==> src/rtl/lc3b_types.sv <==
// Shared types for the L1 cache responder: tag/index/offset/line types,
// the controller state enum and a byte-lane merge helper.
package lc3b_types;

  localparam int C_NUM_SETS = 8;
  localparam int C_TAG_W    = 9;
  localparam int C_INDEX_W  = $clog2(C_NUM_SETS);

  typedef logic [C_TAG_W-1:0]   lc3b_c_tag;
  typedef logic [C_INDEX_W-1:0] lc3b_c_index;
  typedef logic [2:0]           lc3b_c_offset;
  typedef logic [127:0]         lc3b_c_block;

  typedef enum logic [1:0] {
    IDLE,
    WRITEBACK,
    FILL
  } lc3b_cache_state;

  // Replace only the byte lanes selected by be; be=2'b00 leaves the word untouched.
  function automatic logic [15:0] merge_word(input logic [15:0] old_w,
                                             input logic [15:0] new_w,
                                             input logic [1:0]  be);
    logic [15:0] res;
    res[7:0]  = be[0] ? new_w[7:0]  : old_w[7:0];
    res[15:8] = be[1] ? new_w[15:8] : old_w[15:8];
    return res;
  endfunction

endpackage

==> src/rtl/l1_cache_control.sv <==
// Miss-handling controller for the L1 cache responder. Sequences the
// IDLE -> (WRITEBACK ->) FILL -> IDLE miss path and drives the pmem
// handshake from registers so address/data stay stable until pmem_resp.
module l1_cache_control
  import lc3b_types::*;
#(
  parameter int TAG_W = C_TAG_W,
  parameter int IDX_W = C_INDEX_W
) (
  input  logic             clk,
  input  logic             rst,
  input  logic             req_i,
  input  logic             hit_i,
  input  logic             victim_dirty_i,
  input  logic [TAG_W-1:0] victim_tag_i,
  input  logic [TAG_W-1:0] req_tag_i,
  input  logic [IDX_W-1:0] index_i,
  input  lc3b_c_block      victim_line_i,
  input  logic             pmem_resp_i,
  output logic             idle_o,
  output logic             load_line_o,
  output logic             pmem_read_o,
  output logic             pmem_write_o,
  output logic [15:0]      pmem_address_o,
  output lc3b_c_block      pmem_wdata_o
);

  lc3b_cache_state state_q;
  logic            pmem_read_q;
  logic            pmem_write_q;
  logic [15:0]     pmem_address_q;
  lc3b_c_block     pmem_wdata_q;

  // Miss FSM; pmem outputs are registered alongside the state transitions
  always_ff @(posedge clk) begin
    if (rst) begin
      state_q        <= IDLE;
      pmem_read_q    <= 1'b0;
      pmem_write_q   <= 1'b0;
      pmem_address_q <= 16'h0000;
      pmem_wdata_q   <= '0;
    end else begin
      case (state_q)
        IDLE: begin
          if (req_i && !hit_i) begin
            if (victim_dirty_i) begin
              state_q        <= WRITEBACK;
              pmem_write_q   <= 1'b1;
              pmem_address_q <= {victim_tag_i, index_i, 4'b0000};
              pmem_wdata_q   <= victim_line_i;
            end else begin
              state_q        <= FILL;
              pmem_read_q    <= 1'b1;
              pmem_address_q <= {req_tag_i, index_i, 4'b0000};
            end
          end
        end
        WRITEBACK: begin
          if (pmem_resp_i) begin
            state_q        <= FILL;
            pmem_write_q   <= 1'b0;
            pmem_read_q    <= 1'b1;
            pmem_address_q <= {req_tag_i, index_i, 4'b0000};
            pmem_wdata_q   <= '0;
          end
        end
        FILL: begin
          if (pmem_resp_i) begin
            state_q        <= IDLE;
            pmem_read_q    <= 1'b0;
            pmem_address_q <= 16'h0000;
          end
        end
        default: begin
          state_q <= IDLE;
        end
      endcase
    end
  end

  assign idle_o         = (state_q == IDLE);
  assign load_line_o    = (state_q == FILL) && pmem_resp_i;
  assign pmem_read_o    = pmem_read_q;
  assign pmem_write_o   = pmem_write_q;
  assign pmem_address_o = pmem_address_q;
  assign pmem_wdata_o   = pmem_wdata_q;

endmodule

==> src/rtl/l1_cache_responder.sv <==
// Direct-mapped, write-back, write-allocate L1 cache responder.
// Holds tag/data/valid/dirty arrays, tag compare, word select and byte merge;
// the miss path lives in l1_cache_control.
// Optional macro L1_CACHE_PERF_CTR_EN adds saturating hit_count/miss_count outputs.
module l1_cache_responder
  import lc3b_types::*;
#(
  parameter int NUM_SETS = C_NUM_SETS,
  parameter int TAG_W    = C_TAG_W
) (
  input  logic         clk,
  input  logic         rst,
  input  logic [15:0]  mem_address,
  input  logic [15:0]  mem_wdata,
  input  logic         mem_read,
  input  logic         mem_write,
  input  logic [1:0]   mem_byte_enable,
  output logic [15:0]  mem_rdata,
  output logic         mem_resp,
  output logic [15:0]  pmem_address,
  output logic [127:0] pmem_wdata,
  input  logic [127:0] pmem_rdata,
  output logic         pmem_read,
  output logic         pmem_write,
  input  logic         pmem_resp
`ifdef L1_CACHE_PERF_CTR_EN
  ,
  output logic [15:0]  hit_count,
  output logic [15:0]  miss_count
`endif
);

  localparam int IDX_W = $clog2(NUM_SETS);

  // Storage: tags and lines are never reset, only valid/dirty
  logic [TAG_W-1:0] tag_q  [NUM_SETS];
  lc3b_c_block      data_q [NUM_SETS];
  logic [NUM_SETS-1:0] valid_q;
  logic [NUM_SETS-1:0] dirty_q;

  logic [TAG_W-1:0] req_tag;
  logic [IDX_W-1:0] index;
  lc3b_c_offset     offset;
  logic             req;
  logic             is_write;
  logic             hit;
  logic             idle;
  logic             load_line;
  lc3b_c_block      line;
  lc3b_c_block      merged_line;
  logic [15:0]      words [8];
  logic [15:0]      sel_word;
  logic [15:0]      merged_word;
  logic             unused_addr_bit;

  // Byte address bit 0 does not participate in word selection
  assign unused_addr_bit = mem_address[0];

  assign req_tag  = mem_address[15 -: TAG_W];
  assign index    = mem_address[4 +: IDX_W];
  assign offset   = mem_address[3:1];
  assign req      = mem_read | mem_write;
  // A simultaneous read+write is handled as a read
  assign is_write = mem_write & ~mem_read;

  assign line = data_q[index];
  assign hit  = valid_q[index] && (tag_q[index] == req_tag);

  genvar gi;
  generate
    for (gi = 0; gi < 8; gi++) begin : g_word
      assign words[gi] = line[gi*16 +: 16];
      assign merged_line[gi*16 +: 16] = (offset == 3'(gi)) ? merged_word : words[gi];
    end
  endgenerate

  assign sel_word    = words[offset];
  assign merged_word = merge_word(sel_word, mem_wdata, mem_byte_enable);

  // Hits are answered combinationally, only while the controller is idle
  assign mem_resp  = idle && req && hit;
  assign mem_rdata = (mem_resp && !is_write) ? sel_word : 16'h0000;

  l1_cache_control #(
    .TAG_W(TAG_W),
    .IDX_W(IDX_W)
  ) u_control (
    .clk            (clk),
    .rst            (rst),
    .req_i          (req),
    .hit_i          (hit),
    .victim_dirty_i (valid_q[index] & dirty_q[index]),
    .victim_tag_i   (tag_q[index]),
    .req_tag_i      (req_tag),
    .index_i        (index),
    .victim_line_i  (line),
    .pmem_resp_i    (pmem_resp),
    .idle_o         (idle),
    .load_line_o    (load_line),
    .pmem_read_o    (pmem_read),
    .pmem_write_o   (pmem_write),
    .pmem_address_o (pmem_address),
    .pmem_wdata_o   (pmem_wdata)
  );

  // Line/tag storage: fill from pmem, or merge a hit write into the line
  always_ff @(posedge clk) begin
    if (load_line) begin
      data_q[index] <= pmem_rdata;
      tag_q[index]  <= req_tag;
    end else if (mem_resp && is_write && (mem_byte_enable != 2'b00)) begin
      data_q[index] <= merged_line;
    end
  end

  // Valid/dirty state: cleared on reset, set by fills and byte-enabled writes
  always_ff @(posedge clk) begin
    if (rst) begin
      valid_q <= '0;
      dirty_q <= '0;
    end else if (load_line) begin
      valid_q[index] <= 1'b1;
      dirty_q[index] <= 1'b0;
    end else if (mem_resp && is_write && (mem_byte_enable != 2'b00)) begin
      dirty_q[index] <= 1'b1;
    end
  end

`ifdef L1_CACHE_PERF_CTR_EN
  logic [15:0] hit_count_q;
  logic [15:0] miss_count_q;
  logic        filled_q;

  // Saturating counters; the response that completes a miss is not a hit
  always_ff @(posedge clk) begin
    if (rst) begin
      hit_count_q  <= 16'h0000;
      miss_count_q <= 16'h0000;
      filled_q     <= 1'b0;
    end else begin
      if (mem_resp && !filled_q && (hit_count_q != 16'hFFFF))
        hit_count_q <= hit_count_q + 16'd1;
      if (idle && req && !hit && (miss_count_q != 16'hFFFF))
        miss_count_q <= miss_count_q + 16'd1;
      if (load_line)
        filled_q <= 1'b1;
      else if (mem_resp)
        filled_q <= 1'b0;
    end
  end

  assign hit_count  = hit_count_q;
  assign miss_count = miss_count_q;
`endif

endmodule

==> config.mk <==
export PLATFORM = sky130hd
export DESIGN_NAME = l1_cache_responder
export DESIGN_NICKNAME = d
export VERILOG_FILES = /design/src/rtl/lc3b_types.sv /design/src/rtl/l1_cache_control.sv /design/src/rtl/l1_cache_responder.sv
export SDC_FILE = /design/constraint.sdc
export NUM_CORES = 2
export LEC_CHECK = 0
export BUFFER_PORTS_ARGS = -buffer_cell sky130_fd_sc_hd__buf_2
export CELL_PAD_IN_SITES_DETAIL_PLACEMENT = 1
export CELL_PAD_IN_SITES_GLOBAL_PLACEMENT = 2
export CORE_UTILIZATION = 41
export DETAILED_ROUTE_END_ITERATION = 6
export PLACE_DENSITY = 0.85
export SYNTH_ARGS = -nofsm -noshare
export SYNTH_HDL_FRONTEND = slang
export SYNTH_SLANG_ARGS = --single-unit
==> constraint.sdc <==
create_clock -name clk -period 14.8 [get_ports clk]
set_input_delay 1.48 -clock clk [delete_from_list [all_inputs] [get_ports clk]]
set_output_delay 1.48 -clock clk [all_outputs]
set_load 0.03 [all_outputs]
* Word-level counts from Yosys, hierarchy flattened
Memories as Yosys holds them, arrays and structs flattened.
Index checks and enable logic that the tools add are counted.
** Storage, ports and cells
- Memory bits (read-only) :: 0
- Latch bits :: 0
- Output and inout bits :: 163
- Memories :: 2
- Input port bits :: 167
- Flip-flop bits (word level) :: 164
- RAM bits :: 1096
- Logic and storage cells :: 108
** Memories
- data_q :: depth 8, width 128, rd ports 1, clocked after Yosys merged registers in 0, write ports 1, line l1_cache_responder.sv:37 : lc3b_c_block data_q [NUM_SETS];
- tag_q :: depth 8, width 9, rd ports 1, clocked after Yosys merged registers in 0, write ports 1, line l1_cache_responder.sv:36 : logic [TAG_W-1:0] tag_q [NUM_SETS];
** Cells by class
- $mul :: 0
- Multiplexer cells :: 50
- $lt $le $gt $ge :: 3
- Eq/ne operators :: 15
- Shift-type cells :: 0
- $add $sub $neg :: 0
- Bitwise gates (word level) :: 10
- Div/mod/pow operators :: 0
- Reductions and logical operators :: 21
** Operators by type and width (count)
- 128-bit 2-to-1 mux :: 4
- 128-bit case mux with 2 select lines :: 1
- 16-bit 2-to-1 mux :: 15
- 16-bit binary-select mux with 3-bit select :: 1
- 16-bit case mux with 3 select lines :: 1
- 8-bit 2-to-1 mux :: 4
- 8-bit bitwise OR :: 2
- 1-bit 2-to-1 mux :: 14
- 3-bit == test (second input constant) :: 4
- 9-bit == test :: 1
- 1-bit logical AND :: 9
- 8-bit AND :: 1
- 2-bit 2-to-1 mux :: 4
- 8-bit NOT :: 1
- 4-bit AND reduction :: 2
- 1-bit binary-select mux with 3-bit select :: 2
- 3-bit by 2-bit == test with 1-bit output (second input constant) :: 2
- 2-bit != test (second input constant) :: 3
- 2-bit case mux with 3 select lines :: 1
- 2-bit nonzero test :: 3
- 5-bit AND reduction :: 1
- 4-bit >= comparator (second input constant) :: 1
- 3-bit by 4-bit < comparator with 1-bit output (second input constant) :: 1
- 2-bit by 1-bit != test with 1-bit output (second input constant) :: 2
- other kinds (16) :: 19

* Depth between registers and ports, before layout
- Depth after elaboration :: 10
- Mapped depth :: 15
- Mapped depth without buffers :: 8

* Hierarchy
Synthesis repeated with hierarchy kept, for this count alone.
** Second synthesis, totals
- Cell total of the unflattened synthesis :: 3396
- Area total of the unflattened synthesis :: 51645.8 µm²
** Modules (own cells, without submodules)
- l1_cache_responder :: times used 1, cells each 2995, area an instance 46789.9 µm², seq. area each 33231.9 µm²
- l1_cache_control :: times used 1, cells each 401, area an instance 4855.9 µm², seq. area each 2882.8 µm²

* Worst setup path before layout
OpenSTA, ideal clock, no wires.
- Path kind :: in2reg
- From :: input port mem_address[4]
- To :: memory data_q[1][0] (netlist name), enable pin
- Path buffers :: 1
- Path slack :: 1226 ps
- Stages on the path :: 9
- Library setup time :: 809 ps
- Arrival :: 12764 ps
- Required time :: 13991 ps
- Cell sequence :: buf_6 mux4_2 mux2i_1 xor2_1 o2111ai_1 or4b_4 nor2_4 nand2_2 a21boi_0
** Between the ends
- Cells in the longest elaborated chain, start to end :: 10
- Elaborated cells between the ends (all ways) :: 12
- Those cells by class :: eq/ne (1); mux (5); bitwise (1); reduce/logical (4); memory (1)
** Ends and longest elaborated chain
- start, declared :: line l1_cache_responder.sv:13 : input logic [15:0] mem_address,
- memory read 8 x 9 bit or 1-bit binary-select mux with 3-bit select (tied branches)
- 9-bit == test or 1-bit 2-to-1 mux (tied branches) :: line l1_cache_responder.sv:67 : assign hit = valid_q[index] && (tag_q[index] == req_tag);
- 1-bit logical AND :: line l1_cache_responder.sv:67
- 1-bit logical AND :: line l1_cache_responder.sv:81 : assign mem_resp = idle && req && hit;
- 1-bit logical AND (2 in series) :: line l1_cache_responder.sv:111 : end else if (mem_resp && is_write && (mem_byte_enable != 2'b00)) begin
- 1-bit 2-to-1 mux :: line l1_cache_responder.sv:111
- 1-bit 2-to-1 mux :: line l1_cache_responder.sv:108 : if (load_line) begin
- 1-bit 2-to-1 mux (not written as such) :: line l1_cache_responder.sv:112 : data_q[index] <= merged_line;
- 1-bit bitwise OR (no source line)
- end, declared :: line l1_cache_responder.sv:37
Several ways; a longest one is shown, not always the timed one. The select of a mux whose other input is x is not followed.

* Worst setup path after layout
- From :: input port mem_address[4]
- To :: output port mem_rdata[7]
** Between the ends
- Cells in the longest elaborated chain, start to end :: 6
- Elaborated cells between the ends (all ways) :: 12
- Those cells by class :: eq/ne (1); mux (6); reduce/logical (3); memory (2)
** Ends and longest elaborated chain
- parallel branches: the longest is 5 deep, another holds memory read 8 x 128 bit
- 16-bit 2-to-1 mux (*) :: line l1_cache_responder.sv:82 : assign mem_rdata = (mem_resp && !is_write) ? sel_word : 16'h0000;
- end, declared :: line l1_cache_responder.sv:18 : output logic [15:0] mem_rdata,
Mark *: on every way between the ends. The select of a mux whose other input is x is not followed.

==> metrics.cfg <==
[cells_and_area]
fin_util = 0.476
drive_gt1_frac = 0.266
nets = 3707
area_growth_syn_to_layout_pct = 15.1

[logic_synthesis]
ys_warn_count = 0
async_flop_share = 0
yosysMostFrequentCell = edfxtp_1
ys_seq_area_frac = 0.706
synth_cells = 3210
netlist-cell-type-count = 77
synth_edf_count = 1096
ys_ff_latch = 1256
synth_ff_type = edfxtp_1
netlist_area_mm2 = 0.0511
synth_top_area_cell = edfxtp_1
synth.area.top_cells = edfxtp_1 64%, dfxtp_1 6.3%, mux2_2 4.8%
synthTopCellsByCount = 1096 x edfxtp_1, 218 x mux2_2, 182 x nor2_1
syn_avg_cell_area_um2 = 15.9
synth_top_area_frac = 0.644

[critical_path]
rrSetupSlack_ns = 9.38
startpoint = mem_address[4]
cp-end-kind = output port
rr_worst_depth = 10
crit_path_start_kind = input port
cp_slowest_cell = buf_4
endpoint = mem_rdata[7]
crit_arrival_ns = 6.98
critPathKind = input port to output port
crit_top_cell = buf_4
r2r_start = tag_q[5][7]$_DFFE_PP_
crit_chain = buf_8 > buf_4 > buf_4 > nor2b_4 > buf_4 > a22oi_1 > o22a_1 > a22o_1 > a21oi_1 > inv_1 > a211oi_1 > buf_2
crit_cells = 12
cp.required_ns = 13.32
path_max_fanout = 65
crit_buf_inv = 6
cp_slowest_stage_delay_ns = 0.82
reg2reg_to = data_q[0][17]$_DFFE_PP_
path_delay_family = buffers and inverters

[clock_network]
cts_root_buffer = clkbuf_16
clk_path_buf_depth = 3
clk_pin_slew_ns = 0.06
post_cts_resized = 0
cts_made_buffers = 134
ctsHoldBuffers = 0
htreeDepth = 4
clk_latency_ns = 0.76
clkSinkCount = 1256
postCtsSetupBuffers = 0
cts_tree = done

[sta]
slew_viol_final = 0
finClkSkew_ns = 0.0375
setup_tns_ns = 0
max_freq_ghz = 0.118
finalCritPeriodShare = 0.572
setup_viol = 0
rsz0062_at_grt = false
max_slew.worst_pin.slew_ns = 1.29
min_period_ns = 8.46
slew-limit-headroom = 0.134
hold_viol_final = 0
timing.hold.ws_ns = 0.454

[run]
max_cap_viol_count = 0

[pwr]
leakage_nw = 20.0
total_power_w = 0.00783
powerDensity_mw_per_mm2 = 133
max-vdd-ir-drop_uv = 114

[place]
routabilityCongestion = 0.845
dpl.hpwl_um = 114000
port_buffers = 324

[grt]
grt_busiest_layer = met2
grt_max_degree = 129
use_met3 = 0.0832
overflow = 0
met1_usage = 0.392
first_global_vias = 33700
grt.total_usage = 0.289
antenna_found_initial = 12
grt_pass1_wl_um = 258000
use_met2 = 0.441

[route]
first_iter_violations = 4750
avgViaCountPerCell = 6.42
vias = 33900
route.detailed.drc = 0
post_drt_wl_per_cell_um = 35.0
totalWireLength_um = 185000
antenna_left = 0
dr.pass1.iters = 7

[floorplan]
dieArea_mm2 = 0.126
ioPinCount = 330
start_util = 0.414
die_y_um = 355
row_count = 129
fp.coreArea_mm2 = 0.124
die_x_um = 355

[worst_hold_path]
hold_path_class = register to register

[status]
run_status = complete, no violations

-- through the flow --
stage,std cells,area [um^2],worst slack (ns)
after floorplan,3213,51100,1.23
after global placement,5037,54600,6.63
after detailed placement,5037,54600,6.65
after CTS,5280,58900,6.55
after global routing,5280,58900,6.28
final,5284,58900,6.34
-- tightest hold or removal path, delay by kind of cell (launching register included) --
| kind | cells | cell delay (ns) |
|---|---|---|
| DFF | 1 | 0.31 |
| and+or+nand+nor | 1 | 0.05 |
| AOI/OAI and AO/OA | 1 | 0.05 |
-- logic make-up after synthesis --
group / share of synthesized area
DFF: 0.706
AOI/OAI and AO/OA: 0.121
and+or+nand+nor: 0.0389
muxes: 0.105
buffers and inverters: 0.0268
xor gates and xnor gates: 0.00137
adders and majority gates: 0.000979
other: 0.0000733
-- power by group --
group,internal (W),switching [W],total [W],leakage [nW]
clock,0.00189,0.00141,0.00330,2.11
combinational,0.000181,0.000450,0.000631,6.77
sequential,0.00389,0.0000105,0.00390,11.2
-- final cells by class --
type                       count  area [um^2]
fill                       12000        64800
sequential                  1256        36100
multi-input combinational   1695        13900
clock buffer                 182         3790
timing repair buffer         424         2450
tap                         1637         2050
clock inverter                61          490
inverter                      25         95.1
antenna                        4         10.0
-- placed cells by master (no fill, tap or decap), types with 6 or more instances in the layout --
cell type,Yosys,layout
a22oi_1,100,100
mux2i_1,131,131
and2_1,14,12
nand2_1,136,135
edfxtp_1,1096,1096
clkinv_1,2,23
a22o_1,73,73
o21a_1,21,21
mux2_2,218,218
a221o_1,27,27
a222oi_1,10,10
o22a_1,20,20
a21oi_1,116,111
inv_1,21,20
and3_1,11,10
o21ai_0,74,74
clkbuf_8,0,14
nand3b_1,9,9
dfxtp_1,160,160
clkinv_2,0,23
a31oi_1,25,24
o2bb2ai_1,102,102
mux4_2,69,69
a221oi_1,121,121
o221ai_1,10,10
o22ai_1,30,30
buf_4,51,96
nor2_1,182,177
nor3_1,30,28
a211oi_1,17,17
buf_2,86,321
o211a_1,8,8
nand2b_1,10,10
clkbuf_1,67,28
o211ai_1,18,18
nand3_1,14,14
xnor2_1,6,6
clkbuf_16,0,140
-- state kept, by name, summed over array words and instances (netlist names), named ones only --
register / cells
u_control.pmem_address_o: 12
valid_q: 8
tag_q: 72
data_q: 1024
u_control.state_q: 2
u_control.pmem_wdata_o: 128
u_control.pmem_write_o: 1
u_control.pmem_read_o: 1
-- worst min path at each step --
| stage | startpoint | to | cells after the start |
|---|---|---|---|
| 6_report | u_control.pmem_address_o[5]$_SDFFE_PP0P_ | u_control.pmem_address_o[5]$_SDFFE_PP0P_ | 2 |
| 5_1_grt | u_control.pmem_wdata_o[10]$_SDFFE_PP0P_ | u_control.pmem_wdata_o[10]$_SDFFE_PP0P_ | 1 |
| 4_1_cts | u_control.pmem_write_o$_SDFFE_PP0P_ | u_control.pmem_write_o$_SDFFE_PP0P_ | 1 |
| 3_5_place_dp | u_control.pmem_write_o$_SDFFE_PP0P_ | u_control.pmem_write_o$_SDFFE_PP0P_ | 1 |
| 3_3_place_gp | u_control.pmem_write_o$_SDFFE_PP0P_ | u_control.pmem_write_o$_SDFFE_PP0P_ | 1 |
| 2_1_floorplan | valid_q[1]$_SDFFE_PP0P_ | valid_q[1]$_SDFFE_PP0P_ | 2 |
-- routing by layer --
layer / part of all wire / wire length, um
met1: 0.38 / 70800
met2: 0.45 / 82700
met3: 0.13 / 23800
met4: 0.041 / 7510
met5: 0.00024 / 45
Note: power is estimated with default switching activity, not from simulation.
